### src/rtl/if_fetch_unit_pkg.sv
// rtl/if_fetch_unit_pkg.sv - LC-3b fetch-stage types and constants
package if_fetch_unit_pkg;

    typedef logic [15:0] lc3b_word;

    typedef enum logic [1:0] {
        FETCH = 2'd0,
        HOLD  = 2'd1,
        DRAIN = 2'd2
    } fetch_state_t;

    localparam lc3b_word LC3B_NOP     = 16'h0000;
    localparam lc3b_word LC3B_PC_STEP = 16'd2;

    function automatic lc3b_word pc_next(input lc3b_word pc);
        return pc + LC3B_PC_STEP;
    endfunction

endpackage

### src/rtl/if_fetch_unit_if.sv
// rtl/if_fetch_unit_if.sv - instruction-memory read handshake bundle
interface if_fetch_unit_if;
    import if_fetch_unit_pkg::*;

    logic     imem_read;
    logic     imem_resp;
    lc3b_word imem_address;
    lc3b_word imem_rdata;

    modport master (
        output imem_read,
        output imem_address,
        input  imem_resp,
        input  imem_rdata
    );

    modport slave (
        input  imem_read,
        input  imem_address,
        output imem_resp,
        output imem_rdata
    );
endinterface

### src/rtl/if_fetch_unit.sv
// rtl/if_fetch_unit.sv - LC-3b instruction fetch with one-entry hold buffer and redirect drain
module if_fetch_unit
    import if_fetch_unit_pkg::*;
#(
    parameter lc3b_word RESET_PC = 16'h0000
) (
    input  logic                   clk,
    input  logic                   reset,
    if_fetch_unit_if.master        imem,
    input  logic                   stall_i,
    input  logic                   redirect_valid_i,
    input  lc3b_word               redirect_pc_i,
    output logic                   ifid_load_o,
    output lc3b_word               pc_out_o,
    output lc3b_word               instruction_out_o,
    output logic                   valid_out_o
);

    fetch_state_t state_q, state_d;
    lc3b_word     pc_q, pc_d;
    lc3b_word     pending_pc_q, pending_pc_d;
    lc3b_word     buf_instr_q, buf_instr_d;
    lc3b_word     buf_pc_q, buf_pc_d;

    logic         read_c;
    logic         valid_c;
    lc3b_word     instr_c;
    lc3b_word     pc_out_c;
    lc3b_word     pc_inc;

    assign pc_inc = pc_next(pc_q);

    always_comb begin
        state_d      = state_q;
        pc_d         = pc_q;
        pending_pc_d = pending_pc_q;
        buf_instr_d  = buf_instr_q;
        buf_pc_d     = buf_pc_q;
        read_c       = 1'b0;
        valid_c      = 1'b0;
        instr_c      = LC3B_NOP;
        pc_out_c     = 16'h0000;

        unique case (state_q)
            FETCH: begin
                read_c = 1'b1;
                if (redirect_valid_i) begin
                    // Without a response the read is still in flight; wait it out in DRAIN.
                    if (imem.imem_resp) begin
                        pc_d = redirect_pc_i;
                    end else begin
                        pending_pc_d = redirect_pc_i;
                        state_d      = DRAIN;
                    end
                end else if (imem.imem_resp) begin
                    pc_d = pc_inc;
                    if (!stall_i) begin
                        valid_c  = 1'b1;
                        instr_c  = imem.imem_rdata;
                        pc_out_c = pc_inc;
                    end else begin
                        buf_instr_d = imem.imem_rdata;
                        buf_pc_d    = pc_inc;
                        state_d     = HOLD;
                    end
                end
            end
            HOLD: begin
                if (redirect_valid_i) begin
                    pc_d    = redirect_pc_i;
                    state_d = FETCH;
                end else if (!stall_i) begin
                    valid_c  = 1'b1;
                    instr_c  = buf_instr_q;
                    pc_out_c = buf_pc_q;
                    state_d  = FETCH;
                end
            end
            DRAIN: begin
                read_c = 1'b1;
                if (redirect_valid_i) begin
                    pending_pc_d = redirect_pc_i;
                end
                if (imem.imem_resp) begin
                    pc_d    = redirect_valid_i ? redirect_pc_i : pending_pc_q;
                    state_d = FETCH;
                end
            end
            default: begin
                state_d = FETCH;
            end
        endcase
    end

    always_comb begin
        imem.imem_read    = read_c && !reset;
        imem.imem_address = pc_q;
        ifid_load_o       = (!stall_i || redirect_valid_i) && !reset;
        valid_out_o       = valid_c && !reset;
        instruction_out_o = reset ? LC3B_NOP : instr_c;
        pc_out_o          = reset ? 16'h0000 : pc_out_c;
    end

    always_ff @(posedge clk) begin
        if (reset) begin
            state_q      <= FETCH;
            pc_q         <= RESET_PC;
            pending_pc_q <= 16'h0000;
            buf_instr_q  <= 16'h0000;
            buf_pc_q     <= 16'h0000;
        end else begin
            state_q      <= state_d;
            pc_q         <= pc_d;
            pending_pc_q <= pending_pc_d;
            buf_instr_q  <= buf_instr_d;
            buf_pc_q     <= buf_pc_d;
        end
    end

endmodule

### src/flat_wrapper.sv
// flat-port wrapper written by rule: the top's interface ports become plain ports
module if_fetch_unit_flat import if_fetch_unit_pkg::*;
#(
    parameter lc3b_word RESET_PC = 16'h0000
)
  (clk, reset, stall_i, redirect_valid_i, redirect_pc_i, ifid_load_o, pc_out_o, instruction_out_o, valid_out_o, imem_imem_read, imem_imem_address, imem_imem_resp, imem_imem_rdata);
  if_fetch_unit_if imem_i ();
  input  logic clk;
  input  logic reset;
  input  logic stall_i;
  input  logic redirect_valid_i;
  input  lc3b_word redirect_pc_i;
  output logic ifid_load_o;
  output lc3b_word pc_out_o;
  output lc3b_word instruction_out_o;
  output logic valid_out_o;
  output wire logic [$bits(imem_i.imem_read)-1:0] imem_imem_read;
  output wire logic [$bits(imem_i.imem_address)-1:0] imem_imem_address;
  input wire logic [$bits(imem_i.imem_resp)-1:0] imem_imem_resp;
  input wire logic [$bits(imem_i.imem_rdata)-1:0] imem_imem_rdata;
  assign imem_imem_read = imem_i.imem_read;
  assign imem_imem_address = imem_i.imem_address;
  assign imem_i.imem_resp = imem_imem_resp;
  assign imem_i.imem_rdata = imem_imem_rdata;
  if_fetch_unit #(.RESET_PC(RESET_PC)) u_core (.clk(clk), .reset(reset), .imem(imem_i), .stall_i(stall_i), .redirect_valid_i(redirect_valid_i), .redirect_pc_i(redirect_pc_i), .ifid_load_o(ifid_load_o), .pc_out_o(pc_out_o), .instruction_out_o(instruction_out_o), .valid_out_o(valid_out_o));
endmodule
### config.mk
export PLATFORM = sky130hd
export DESIGN_NAME = if_fetch_unit_flat
export DESIGN_NICKNAME = d
export VERILOG_FILES = /design/src/rtl/if_fetch_unit_pkg.sv /design/src/rtl/if_fetch_unit_if.sv /design/src/rtl/if_fetch_unit.sv /design/src/flat_wrapper.sv
export SDC_FILE = /design/constraint.sdc
export NUM_CORES = 1
export LEC_CHECK = 0
export BUFFER_PORTS_ARGS = -buffer_cell sky130_fd_sc_hd__clkbuf_2
export CORE_ASPECT_RATIO = 0.7
export CORE_MARGIN = 2
export CORE_UTILIZATION = 54
export CTS_BUF_LIST = sky130_fd_sc_hd__clkbuf_16
export DETAILED_ROUTE_END_ITERATION = 16
export PLACE_DENSITY_LB_ADDON = 0.25
export SLEW_MARGIN = 10
export SYNTH_ARGS = -nofsm -noshare
export SYNTH_HDL_FRONTEND = slang
export SYNTH_SLANG_ARGS = --single-unit
### constraint.sdc
create_clock -name clk -period 2.4 [get_ports clk]
set_input_delay 0.24 -clock clk [delete_from_list [all_inputs] [get_ports clk]]
set_output_delay 0.24 -clock clk [all_outputs]
set_load 0.02 [all_outputs]
==> impl_results.md <==
* Required time of the critical path at 2.16 ns
* Part of the power in combinational logic at 23.4%
* CTS tree: done
* Area of the multi-input gates at 2350 um^2
* Compound-gate portion of the synthesized area at 28.0%
* R2R depth at 6
* Num Clock Sinks at 66
* Cells after synthesis at 514
* Starting Density at 56.1%
* CP Capture Type: output port
* WHS at 0.139 ns
* Total global routing overflow at 0
* Syn Area/Cell at 7.44 um^2
* Setup WS pre-CTS at 0.233 ns
* Outcome: completed
* VDD IR-drop max at 0.427 mV
* Number of diodes at 0
* Tcrit/Tclk final at 96.8%
* FILL cells at 574
* Largest family of logic cells by synthesized area: compound AO/OA/AOI/OAI gates
* NetSw at 0.00106 W
* Via density at 6.00
* CP Launch Type: register
* Area grow syn2layout at 25.8%
* Rows at 25
* WL/cell at 16.5 um
* Top FF cell, synth: dfxtp_1
* Die H at 74.4 um
* Port bufs at 87
* Register area at 1320 um^2
* Final WL at 11.5 mm
* CP arrival at 2.08 ns
* Post-synthesis sequential area ratio at 34.5%
* Largest net degree at the start of global routing at 64
* ANT nets after route at 0
* R2r endpoint: u_core.imem.imem_address[12]
* Die area at 7790 um^2
* Critical Path Sink: pc_out_o[9]
* Reg-to-reg critical path startpoint: u_core.state_q[0]
* Initial DRC count at 384
* DR vias at 4,181
* Netlist cell types at 52
* H-tree depth at 3
* Reg clk slew, reported paths at 0.05 ns
* Hold crit path type: in -> reg
* Static Leak at 1.90 nW
* Final setup margin at 0.0775 ns
* Ports at 88
* Via count of the first global-routing pass at 3,763
* Layout Nets at 640
* Setup CP Type: reg -> out
* Fin. Hold Viols at 0
* Register bit total from synthesis at 66
* Die width at 105 um
* Share of layout cells above drive strength 1 at 26.0%
* Sum of negative setup slack at 0 ns
* Crit Path Max Fanout at 7
* Xor and xnor area share after synthesis at 2.06%
* Worst Setup SP: u_core.state_q[0]
* Async SR Flop Fraction at 0%
* Final Critical Period at 2.32 ns
* CORE AREA at 6820 um^2
* Post-synth EDFFs at 0
* Synth top area share at 34.5%
* Worst slew margin at 51.4%
* Mapped Nets at 556
* Clk_skew at 0.00464 ns
* Initial antenna violation count at 0
* Worst slew pin tran at 0.729 ns
* R2r setup slk at 0.19 ns
* DR pass1 iterations at 5
* HPWL Detailed at 7.70 mm
* Max frequency at 431 MHz
* Reg power frac at 38.6%
* Cell Pwr Density at 691 nW/um^2
* Commonest cells after routing, fill and taps aside: nand2_1, clkbuf_2, a21oi_1
* Root Buffer Master: clkbuf_16
* Global Route Usage Sum at 28.8%
* Adder-cell share of the synthesized area at 1.64%
* Total CTS buffers at 9
* Post-synth top area cell: dfxtp_1
* Commonest non-fill, non-tap cell in the layout: nand2_1
* Top cells by area, synth: dfxtp_1, nand2_1, a21oi_1
* Clk pwr share at 38.0%
* Worst skew pair latency at 0.33 ns
* Final setup viols at 0
* Max Slew Vio Count at 0
* Pint at 0.00227 W
* Mapped cell area at 3830 um^2
* GP Congestion at 0.898
* DRC at 0
* Cts hold-fix bufs at 0
* Max clock buf depth at 2
* Yosys warns at 0
* Switching Share at 31.9%
* Max cap viols at 0
* Mux cell area share after synthesis at 2.98%
* First-pass GRT wire length at 17.8 mm
* Simple-gate share of the synthesized area at 24.9%
## flip-flops by register name (all words and copies together), names as in the netlist
signal,count
u_core.state_q,2
u_core.pending_pc_q,16
u_core.buf_instr_q,16
u_core.imem.imem_address,16
u_core.buf_pc_q,16
## power groups by stage
stage               registers [W]  logic (W)  clock network [W]
global route              0.00129   0.000844            0.00134
global placement          0.00129   0.000722                  0
floorplan                 0.00132   0.000466                  0
detailed placement        0.00130   0.000740                  0
finish                    0.00128   0.000777            0.00126
CTS                       0.00128   0.000747            0.00128
## per-stage QoR
| step | area [um^2] | total power [W] | instances | utilization [%] |
|---|---|---|---|---|
| after floorplan | 3830 | 0.00178 | 514 | - |
| after global placement | 4390 | 0.00201 | 678 | 64.3 |
| after detailed placement | 4390 | 0.00204 | 678 | 64.3 |
| after CTS | 4690 | 0.00330 | 694 | 68.7 |
| after global routing | 4810 | 0.00348 | 697 | 70.6 |
| final | 4810 | 0.00332 | 697 | 70.6 |
## critical path: stages (launching register included)
cell and delay, ns:
dfxtp_1 0.37, inv_1 0.11, ha_2 0.23, nand2_2 0.12, nor3_4 0.23, buf_12 0.15
nand2b_2 0.11, o21ai_0 0.21, clkbuf_2 0.21
## final cells by class
| class | count | share of cell area [%] |
|---|---|---|
| multi-input combinational | 396 | 48.9 |
| clock buffer | 9 | 4.68 |
| timing repair buffer | 113 | 14.2 |
| clock inverter | 7 | 1.27 |
| tap | 94 | 2.44 |
| inverter | 12 | 0.936 |
| sequential | 66 | 27.5 |
## routing by layer
metal  vias to the layer above  track usage (%)  part of all wire (%)
li1                       1997                -                     -
met1                      2000             36.2                    44
met2                       172             49.8                    49
met3                        12             7.71                   7.1
met4                         0             8.44                  0.91
met5                         -                0                     0
## cell usage after synthesis (2+ instances only)
master     number
nor3_1         16
buf_2          10
a2111oi_2       3
xnor2_1         8
o21ai_0        25
nor2_1         43
nor3_2          2
nand4_1         2
a21boi_0        2
nand2b_1        4
clkbuf_2        2
nand4_4         2
o41ai_1         2
clkbuf_1       23
mux2_2          3
and4_1          5
a211oi_1        5
a311oi_1        2
o211ai_1        7
dfxtp_1        66
buf_4           3
inv_1          12
a21oi_1        72
mux2i_1         8
ha_1            5
a22oi_1        26
nor4_1          4
o31ai_1         4
o21a_1          3
nor2b_1         7
a221oi_1        4
nand3_1         8
or3_1           3
nand2_1       104
o41ai_2         2
## worst min path at each step
| stage | from | to | slack, ns | cells after the start |
|---|---|---|---|---|
| 6_report | imem_imem_rdata[5] | u_core.buf_instr_q[5] | 0.14 | 3 |
| 5_1_grt | imem_imem_rdata[5] | u_core.buf_instr_q[5] | 0.14 | 3 |
| 4_1_cts | imem_imem_rdata[3] | u_core.buf_instr_q[3] | 0.14 | 3 |
| 3_5_place_dp | u_core.pending_pc_q[12] | u_core.pending_pc_q[12] | 0.45 | 2 |
| 3_3_place_gp | u_core.buf_instr_q[1] | u_core.buf_instr_q[1] | 0.44 | 2 |
| 2_1_floorplan | redirect_pc_i[7] | u_core.pending_pc_q[7] | 0.38 | 2 |
## timing repair
action                                  in CTS  in global routing
pin swaps                                    0                  2
gates resized for setup                      2                 15
cloned                                       0                  1
endpoints found under the setup margin       5                 29
buffers inserted                             0                  2
## cells by family after synthesis
| kind of cell | after synthesis |
|---|---|
| compound gates | 167 |
| xor+xnor | 9 |
| fa+ha+maj | 5 |
| buf+inv | 52 |
| flops | 66 |
| mux | 11 |
| simple gates | 204 |
Note: power is estimated with default switching activity, not from simulation.
